==> src/rtl/sm3_msg_padder.sv <==
// Streaming SM3 message padder: packs a byte-granular word stream into 512-bit
// blocks, appending the 0x80 marker, zero fill and 64-bit big-endian bit length.
module sm3_msg_padder #(
  parameter int IN_W  = 32,
  parameter int CNT_W = 61
) (
  input  logic                     io_mainClk,
  input  logic                     resetCtrl_systemReset,
  input  logic                     clear,
  input  logic                     in_valid,
  output logic                     in_ready,
  input  logic [IN_W-1:0]          in_data,
  input  logic                     in_last,
  input  logic [$clog2(IN_W/8):0]  in_bytes,
  output logic                     out_valid,
  input  logic                     out_ready,
  output logic [511:0]             out_block,
  output logic                     out_first,
  output logic                     out_last,
  output logic                     busy
);

  localparam int WPB = 512 / IN_W;
  localparam int BPW = IN_W / 8;
  localparam int BW  = $clog2(BPW) + 1;
  localparam int IW  = $clog2(WPB);

  typedef enum logic [1:0] {FILL, EMIT, EMIT_LEN} state_t;

  state_t             state, state_nx;
  logic [511:0]       blk_p1;
  logic               first_p1, last_p1;
  logic               len_pend_p1, len_mark_p1;
  logic [63:0]        len_p1;
  logic [CNT_W-1:0]   cnt_q;
  logic [IW-1:0]      widx;
  logic               busy_q;

  logic [BW-1:0]      b_eff;
  logic [CNT_W-1:0]   cnt_nx;
  logic [5:0]         r;
  logic [IN_W-1:0]    wd;
  logic [511:0]       blk_fill;
  logic               mark_full, len_sep, fin, go_emit;

  // Saturate an over-range byte count to a full word.
  function automatic logic [BW-1:0] sat_bytes(input logic [BW-1:0] b);
    return (b > BW'(BPW)) ? BW'(BPW) : b;
  endfunction

  function automatic logic [63:0] bit_len(input logic [CNT_W-1:0] c);
    return 64'({c, 3'b000});
  endfunction

  // Stage p0: merge the incoming word into the block under construction
  always_comb begin
    b_eff  = in_last ? sat_bytes(in_bytes) : BW'(BPW);
    cnt_nx = cnt_q + CNT_W'(b_eff);
    r      = cnt_nx[5:0];
    wd     = '0;
    for (int k = 0; k < BPW; k++)
      if (BW'(k) < b_eff) wd[IN_W-1-8*k -: 8] = in_data[IN_W-1-8*k -: 8];
    blk_fill = blk_p1;
    for (int w = 0; w < WPB; w++) begin
      if (IW'(w) == widx)                blk_fill[511-IN_W*w -: IN_W] = wd;
      else if (in_last && IW'(w) > widx) blk_fill[511-IN_W*w -: IN_W] = '0;
    end
    // An exactly full block has no room for the marker; it moves to a length block.
    mark_full = in_last && (r == 6'd0) && (b_eff != '0);
    len_sep   = in_last && !mark_full && (r >= 6'd56);
    fin       = in_last && !mark_full && (r <= 6'd55);
    if (in_last && !mark_full) begin
      for (int j = 0; j < 64; j++)
        if (6'(j) == r) blk_fill[511-8*j -: 8] = 8'h80;
      if (r <= 6'd55) blk_fill[63:0] = bit_len(cnt_nx);
    end
    go_emit = in_last || (widx == IW'(WPB-1));
  end

  always_ff @(posedge io_mainClk) begin
    if (resetCtrl_systemReset || clear) state <= FILL;
    else                                state <= state_nx;
  end

  always_comb begin
    state_nx  = state;
    in_ready  = 1'b0;
    out_valid = 1'b0;
    case (state)
      FILL: begin
        in_ready = 1'b1;
        if (in_valid && go_emit) state_nx = EMIT;
      end
      EMIT: begin
        out_valid = 1'b1;
        if (out_ready) state_nx = len_pend_p1 ? EMIT_LEN : FILL;
      end
      EMIT_LEN: begin
        out_valid = 1'b1;
        if (out_ready) state_nx = FILL;
      end
      default: state_nx = FILL;
    endcase
  end

  // Stage p1: block register presented to the compression core
  always_ff @(posedge io_mainClk) begin
    if (resetCtrl_systemReset || clear) begin
      blk_p1      <= '0;
      first_p1    <= 1'b1;
      last_p1     <= 1'b0;
      len_pend_p1 <= 1'b0;
      len_mark_p1 <= 1'b0;
      len_p1      <= '0;
      cnt_q       <= '0;
      widx        <= '0;
      busy_q      <= 1'b0;
    end else begin
      if (in_valid && in_ready) begin
        blk_p1      <= blk_fill;
        cnt_q       <= cnt_nx;
        busy_q      <= 1'b1;
        widx        <= go_emit ? '0 : widx + 1'b1;
        last_p1     <= fin;
        len_pend_p1 <= mark_full || len_sep;
        len_mark_p1 <= mark_full;
        len_p1      <= bit_len(cnt_nx);
      end
      if (out_valid && out_ready) begin
        if (state == EMIT && len_pend_p1) begin
          blk_p1      <= {(len_mark_p1 ? 8'h80 : 8'h00), 440'b0, len_p1};
          first_p1    <= 1'b0;
          last_p1     <= 1'b1;
          len_pend_p1 <= 1'b0;
        end else begin
          first_p1 <= last_p1;
          if (last_p1) begin
            cnt_q   <= '0;
            widx    <= '0;
            busy_q  <= 1'b0;
            last_p1 <= 1'b0;
          end
        end
      end
    end
  end

  assign out_block = blk_p1;
  assign out_first = first_p1;
  assign out_last  = last_p1;
  assign busy      = busy_q;

endmodule

==> config.mk <==
export PLATFORM = sky130hd
export DESIGN_NAME = sm3_msg_padder
export DESIGN_NICKNAME = d
export VERILOG_FILES = /design/src/rtl/sm3_msg_padder.sv
export SDC_FILE = /design/constraint.sdc
export NUM_CORES = 2
export LEC_CHECK = 0
export ABC_CLOCK_PERIOD_IN_PS = 13600
export CAP_MARGIN = 30
export CORE_ASPECT_RATIO = 2
export CORE_MARGIN = 10
export CORE_UTILIZATION = 55
export DETAILED_ROUTE_END_ITERATION = 10
export PLACE_DENSITY = 0.85
export SYNTH_ARGS = -nofsm -noshare
export SYNTH_HDL_FRONTEND = slang
export SYNTH_SLANG_ARGS = --single-unit
export TNS_END_PERCENT = 20
==> constraint.sdc <==
create_clock -name io_mainClk -period 13.6 [get_ports io_mainClk]
set_clock_uncertainty 0.15 [all_clocks]
set_input_delay 2.72 -clock io_mainClk [delete_from_list [all_inputs] [get_ports io_mainClk]]
set_output_delay 2.72 -clock io_mainClk [all_outputs]
set_load 0.02 [all_outputs]
### Yosys cells after proc, flatten, opt, wreduce, memory -nomap -nowiden

Index checks and enable logic that the tools add are counted.

* add/subtract/negate cells: 2
* order comparisons: 23
* equality and inequality tests: 84
* multiplexer cells: 136
* reductions and logical operators: 35

Operators by type and width (count)
* $mux 512: 4
* $mux 32: 32
* $mux 8: 69
* $mux 61: 4
* $eq 6x6->1 const A: 32
* $eq 5x6->1 const A: 16
* $mux 64: 1
* $add 61x3->61: 1
* $eq 4x6->1 const A: 8
* $eq 4x4->1 const A: 8
* $gt 4x4->1 const A: 8
* $logic_and 1x1->1: 25
* $eq 3x6->1 const A: 4
* $mux 4: 5
* $eq 3x4->1 const A: 4
* $gt 3x4->1 const A: 4
* $mux 1: 14
* $eq 2x6->1 const A: 2
* $eq 2x4->1 const A: 2
* $gt 1x4->1 const A: 2
* $gt 2x4->1 const A: 2
* $mux 2: 4
* $eq 1x6->1 const A: 1
* $ge 6x6->1 const B: 1
* 20 further kinds: 27

* flip-flop bits (word level): 645
* bits of input ports: 41
* output and inout bits: 517
* logic and storage cells: 290

### Logic depth before layout (Yosys ltp)

* depth in word-level cells: 14
* depth in mapped cells: 20
* depth with buffers taken out: 13

### Worst setup path before layout

OpenSTA, ideal clock, no wires.

* kind: input -> register
* start: input in_last
* end: register blk_p1[61], in the netlist out_block[61]
* library setup time: 128 ps
* arrival time: 6472 ps
* data required time: 13322 ps
* path slack: 6851 ps
* stages: 17
* path buffers: 4
* cell sequence: clkbuf_1 > nor2b_1 > inv_1 > clkbuf_1 > nor2_1 > ha_1 > inv_1 > fa_1 > buf_2 > nand2b_2 > or4_4 > o221a_2 > o31ai_4 > nor3_1 > buf_2 > a221oi_1 > a21oi_1

* word-level cells in the longest chain between the ends: 11
* elaborated cells between the ends (all ways): 21
* classes of those cells: 1 x add/sub; 2 x order compare; 1 x eq/ne; 10 x mux; 7 x reduce/logical

RTL lines
* start, declared: RTL line 13 `input logic in_last,`
* parallel branches: the longest is 7 deep, another holds $add 61x3->61
* $mux 512 (*): RTL line 72 `if (in_last && !mark_full) begin`
* $mux 512 (*): RTL line 119 `if (in_valid && in_ready) begin`
* $mux 512: RTL line 130 `if (state == EMIT && len_pend_p1) begin`
* $mux 512 (*): RTL line 129 `if (out_valid && out_ready) begin`
* end signal, assigned: RTL line 120 `blk_p1 <= blk_fill;`
* end signal, assigned: RTL line 131 `blk_p1 <= {(len_mark_p1 ? 8'h80 : 8'h00), 440'b0, len_p1};`
* end, declared: RTL line 31 `logic [511:0] blk_p1;`

Mark *: on every way between the ends.
A chain may end at the register's enable or synchronous reset.

### Final worst setup path

* start: input in_last
* end: register blk_p1[83], in the netlist out_block[83]

* word-level cells in the longest chain between the ends: 11
* elaborated cells between the ends (all ways): 19
* classes of those cells: 1 x add/sub; 1 x order compare; 1 x eq/ne; 9 x mux; 7 x reduce/logical

RTL lines
* $mux 3: RTL line 57 `b_eff = in_last ? sat_bytes(in_bytes) : BW'(BPW);`
* $add 61x3->61: RTL line 58 `cnt_nx = cnt_q + CNT_W'(b_eff);`
* $logic_not 6->1: RTL line 69 `mark_full = in_last && (r == 6'd0) && (b_eff != '0);`
* $logic_and 1x1->1 (2 in a row): RTL line 69
* $logic_not 1->1: RTL line 72
* $logic_and 1x1->1: RTL line 72
* $mux 512 (*): RTL line 72
* $mux 512 (*): RTL line 119
* $mux 512: RTL line 130
* $mux 512 (*): RTL line 129

Mark *: on every way between the ends. The rest lies on a longest branch, timed or not.

==> impl_metrics.xml <==
<?xml version="1.0" encoding="UTF-8"?>
<metrics>
  <group name="status">
    <metric name="run_status" unit="">completed</metric>
  </group>
  <group name="synth">
    <metric name="avgSynthCellArea" unit="µm²">8.85</metric>
    <metric name="synth_edf_count" unit="">0</metric>
    <metric name="synthFlopType" unit="">sky130_fd_sc_hd__dfxtp_1</metric>
    <metric name="syn_area" unit="mm²">0.0266</metric>
    <metric name="synth_area_leaders" unit="">sky130_fd_sc_hd__dfxtp_1 (48%), sky130_fd_sc_hd__nor2_1 (5.6%), sky130_fd_sc_hd__a22o_1 (5.5%), sky130_fd_sc_hd__a22oi_1 (4.5%), sky130_fd_sc_hd__a21oi_1 (4.4%)</metric>
    <metric name="synthCells" unit="">3010</metric>
    <metric name="yosys_register_bits" unit="">645</metric>
    <metric name="yosys.cell_types.count" unit="">82</metric>
    <metric name="synth_sequential_area_ratio" unit="%">48.5</metric>
    <metric name="asyncSetResetFlopFracSynth" unit="%">0</metric>
    <metric name="synth_top_area_cell" unit="">sky130_fd_sc_hd__dfxtp_1</metric>
    <metric name="synth_top_area_share" unit="%">48.5</metric>
    <metric name="ys.warnings.count" unit="">0</metric>
    <metric name="synth_nets" unit="">3061</metric>
  </group>
  <group name="clock_tree">
    <metric name="tritoncts.num_buffers" unit="">52</metric>
    <metric name="worst_skew_pair.late_latency" unit="ps">620</metric>
    <metric name="clk_transition_reported_paths" unit="ps">70</metric>
    <metric name="cts-hold-fix-buffers" unit="">0</metric>
    <metric name="cts_tree" unit="">built</metric>
    <metric name="postCtsSetupBuffers" unit="">0</metric>
    <metric name="clock_sinks" unit="">645</metric>
    <metric name="clock_path_buffers" unit="">3</metric>
    <metric name="cts_root_buf" unit="">sky130_fd_sc_hd__clkbuf_16</metric>
    <metric name="htree_num_levels" unit="">2</metric>
    <metric name="quantity_of_gates_resized_following_cts" unit="">0</metric>
  </group>
  <group name="setup_path">
    <metric name="cp-endpoint" unit="">out_block[83]</metric>
    <metric name="cp.depth" unit="">15</metric>
    <metric name="critical-path-max-stage-delay" unit="ps">640</metric>
    <metric name="critical_path_data_required_time" unit="ps">13960</metric>
    <metric name="cp-end-kind" unit="">flop</metric>
    <metric name="cp_num_buf_inv" unit="">4</metric>
    <metric name="worst-path-max-fanout" unit="">35</metric>
    <metric name="critical_path.slowest_cell" unit="">sky130_fd_sc_hd__nor2b_1</metric>
    <metric name="worstReg2RegEnd" unit="">out_block[378]</metric>
    <metric name="timing.critical_path.arrival" unit="ps">8640</metric>
    <metric name="ws_path_type" unit="">in -&gt; reg</metric>
    <metric name="critical_path.startpoint" unit="">in_last</metric>
    <metric name="timing.critical_path.max_delay_family" unit="">simple AND/OR/NAND/NOR gates</metric>
    <metric name="worst_r2r_startpoint" unit="">state[0]</metric>
    <metric name="reg2reg_slack" unit="ps">8810</metric>
    <metric name="startpoint_type" unit="">input port</metric>
    <metric name="critical_path.cell_chain" unit="">clkdlybuf4s50_1 &gt; buf_4 &gt; nor2b_1 &gt; inv_1 &gt; nor2_1 &gt; ha_1 &gt; inv_1 &gt; fa_1 &gt; nor2b_1 &gt; o21ai_0 &gt; o221ai_1 &gt; nand2_1 &gt; nor2_1 &gt; a21oi_1 &gt; a22o_1</metric>
    <metric name="worst-r2r-cell-count" unit="">10</metric>
  </group>
  <group name="timing">
    <metric name="period_share" unit="%">60.9</metric>
    <metric name="final_max_slew_viol_count" unit="">0</metric>
    <metric name="fin_hold_ws" unit="ps">296</metric>
    <metric name="final_hold_viol_count" unit="">0</metric>
    <metric name="finalCriticalPeriod" unit="ps">8280</metric>
    <metric name="worst_slew_pin_slew" unit="ps">1100</metric>
    <metric name="max_freq" unit="MHz">121</metric>
    <metric name="slew-limit-headroom" unit="%">26.7</metric>
    <metric name="setup_repair_after_global_routing_missed_its_margin" unit="">false</metric>
    <metric name="fin_tns_setup" unit="ps">0</metric>
    <metric name="setup_viol" unit="">0</metric>
  </group>
  <group name="drt">
    <metric name="antenna_left" unit="">0</metric>
    <metric name="totalWireLength" unit="µm">124000</metric>
    <metric name="detailedRoute.firstPassIterationCount" unit="">7</metric>
    <metric name="residual_drc" unit="">0</metric>
    <metric name="vias" unit="">27900</metric>
    <metric name="drt_first_iter_violations" unit="">4026</metric>
    <metric name="avgRoutedWirePerCell" unit="µm">29.9</metric>
    <metric name="avgViaCountPerCell" unit="">6.76</metric>
  </group>
  <group name="final_layout">
    <metric name="num-fill-cells" unit="">3626</metric>
    <metric name="design_area" unit="mm²">0.0344</metric>
    <metric name="drive_gt1_share" unit="%">5.38</metric>
    <metric name="area_growth" unit="%">29.2</metric>
    <metric name="number_of_nets_in_the_finished_design" unit="">3504</metric>
    <metric name="top_library_cells_by_usage_in_the_layout_fill_and_taps_aside" unit="">sky130_fd_sc_hd__dfxtp_1 (645), sky130_fd_sc_hd__clkdlybuf4s50_1 (557), sky130_fd_sc_hd__nor2_1 (396)</metric>
    <metric name="most_common_cell_after_layout_fill_and_taps_aside" unit="">sky130_fd_sc_hd__dfxtp_1</metric>
    <metric name="utilization" unit="%">71.6</metric>
  </group>
  <group name="floorplanning">
    <metric name="die_width" unit="µm">176</metric>
    <metric name="floorplan.initialDensity" unit="%">55.4</metric>
    <metric name="coreArea" unit="mm²">0.0481</metric>
    <metric name="rows" unit="">114</metric>
    <metric name="fp.dieArea" unit="mm²">0.0582</metric>
    <metric name="chipHeight" unit="µm">331</metric>
    <metric name="ioPinCount" unit="">558</metric>
  </group>
  <group name="grt">
    <metric name="grt_pass1_wl" unit="µm">179000</metric>
    <metric name="antenna_violations_before_repair" unit="">2</metric>
    <metric name="first_global_vias" unit="">27100</metric>
    <metric name="grt_use_total" unit="%">40.3</metric>
    <metric name="overflow" unit="">0</metric>
    <metric name="grt_start_max_net_pins" unit="">79</metric>
  </group>
  <group name="power_and_ir_drop">
    <metric name="power_dens_cells" unit="mW/mm²">111</metric>
    <metric name="power_leakage" unit="µW">0.0115</metric>
    <metric name="vdd.ir_drop.worst" unit="mV">0.135</metric>
  </group>
  <group name="placement">
    <metric name="place.port_buffers" unit="">557</metric>
    <metric name="routabilityCongestion" unit="">1.04</metric>
    <metric name="dpl_cell_area" unit="mm²">0.0326</metric>
    <metric name="place_hpwl" unit="µm">89900</metric>
  </group>
  <group name="worst_hold_path">
    <metric name="worstHoldPathType" unit="">reg -&gt; reg</metric>
    <metric name="worst_hold_startpoint" unit="">out_first</metric>
  </group>
  <group name="run">
    <metric name="drv_cap" unit="">0</metric>
  </group>
</metrics>
-- per-layer routing --
metal	part of all wire (%)	wire length [µm]	vias to the layer above	track usage, %
met5	0.022	27	-	0
met4	8.2	10200	4	28.7
met3	13	16300	484	14.1
met2	45	55400	2152	63.8
met1	34	41900	13300	44.4
li1	-	-	12000	-
-- how the worst min path moves through the flow --
stage,to,slack [ps],cells after the start
2_1_floorplan,out_block[35],280,2
3_3_place_gp,out_first,280,2
3_5_place_dp,out_first,290,2
4_1_cts,out_first,300,2
5_1_grt,len_p1[44],320,2
6_report,out_first,300,2
-- state kept, by name, summed over array words and instances, names as in the netlist --
name,flops
len_p1,61
len_pend_p1,1
state,2
out_first,1
widx,4
cnt_q,61
out_last,1
out_block,512
busy,1
len_mark_p1,1
-- report_power, final --
part | switching (µW) | internal, µW
Combinational | 248 | 75.7
Clock | 742 | 844
Sequential | 11.0 | 1900
-- cells by family after synthesis --
kind of cell | synth area share (%)
AOI/OAI and AO/OA | 28.7
xor gates and xnor gates | 3.16
adders and majority gates | 0.498
buffers and inverters | 3.40
DFF | 48.5
muxes | 0.150
and+or+nand+nor | 15.6
-- worst register-to-register path: cells and delay by family, from the launching register on --
kind | cells | cell delay (ps)
compound gates | 2 | 660
fa+ha+maj | 1 | 350
buf+inv | 5 | 2560
flops | 1 | 370
simple gates | 2 | 610
-- through the flow --
stage                     instances  worst slack (ps)  total power, µW
after CTS                      4125              5540             3790
final                          4133              5320             3820
after global routing           4132              4820             3890
after floorplan                3010              6850             2120
after detailed placement       4030              4980             2260
after global placement         4025              5110             2250
-- synth_stat cells (all sizes together), types with 15 or more instances --
cell type,instances
a22o,166
and3,19
o22ai,56
dfxtp,645
or2,17
and2,46
a211oi,42
o2bb2ai,106
buf,49
xnor2,51
inv,18
clkbuf,168
nor4,15
nand3,61
nor3,56
nand2,227
o21ai,190
nand4,38
a21oi,237
nor2,400
xor2,45
a221oi,24
a22oi,161
-- final cells by class --
cell class / instances / area [µm²] / share of cell area, %
clock inverters: 26 / 268 / 0.778
repair buffers: 606 / 6010 / 17.5
clock buffers: 69 / 1480 / 4.29
multi-input cells: 2130 / 12900 / 37.4
inverters: 18 / 67.6 / 0.196
flip-flops and latches: 645 / 12900 / 37.5
diodes: 1 / 2.50 / 0.00727
well taps: 638 / 798 / 2.32
No activity file was read; power rests on OpenSTA's default activity.
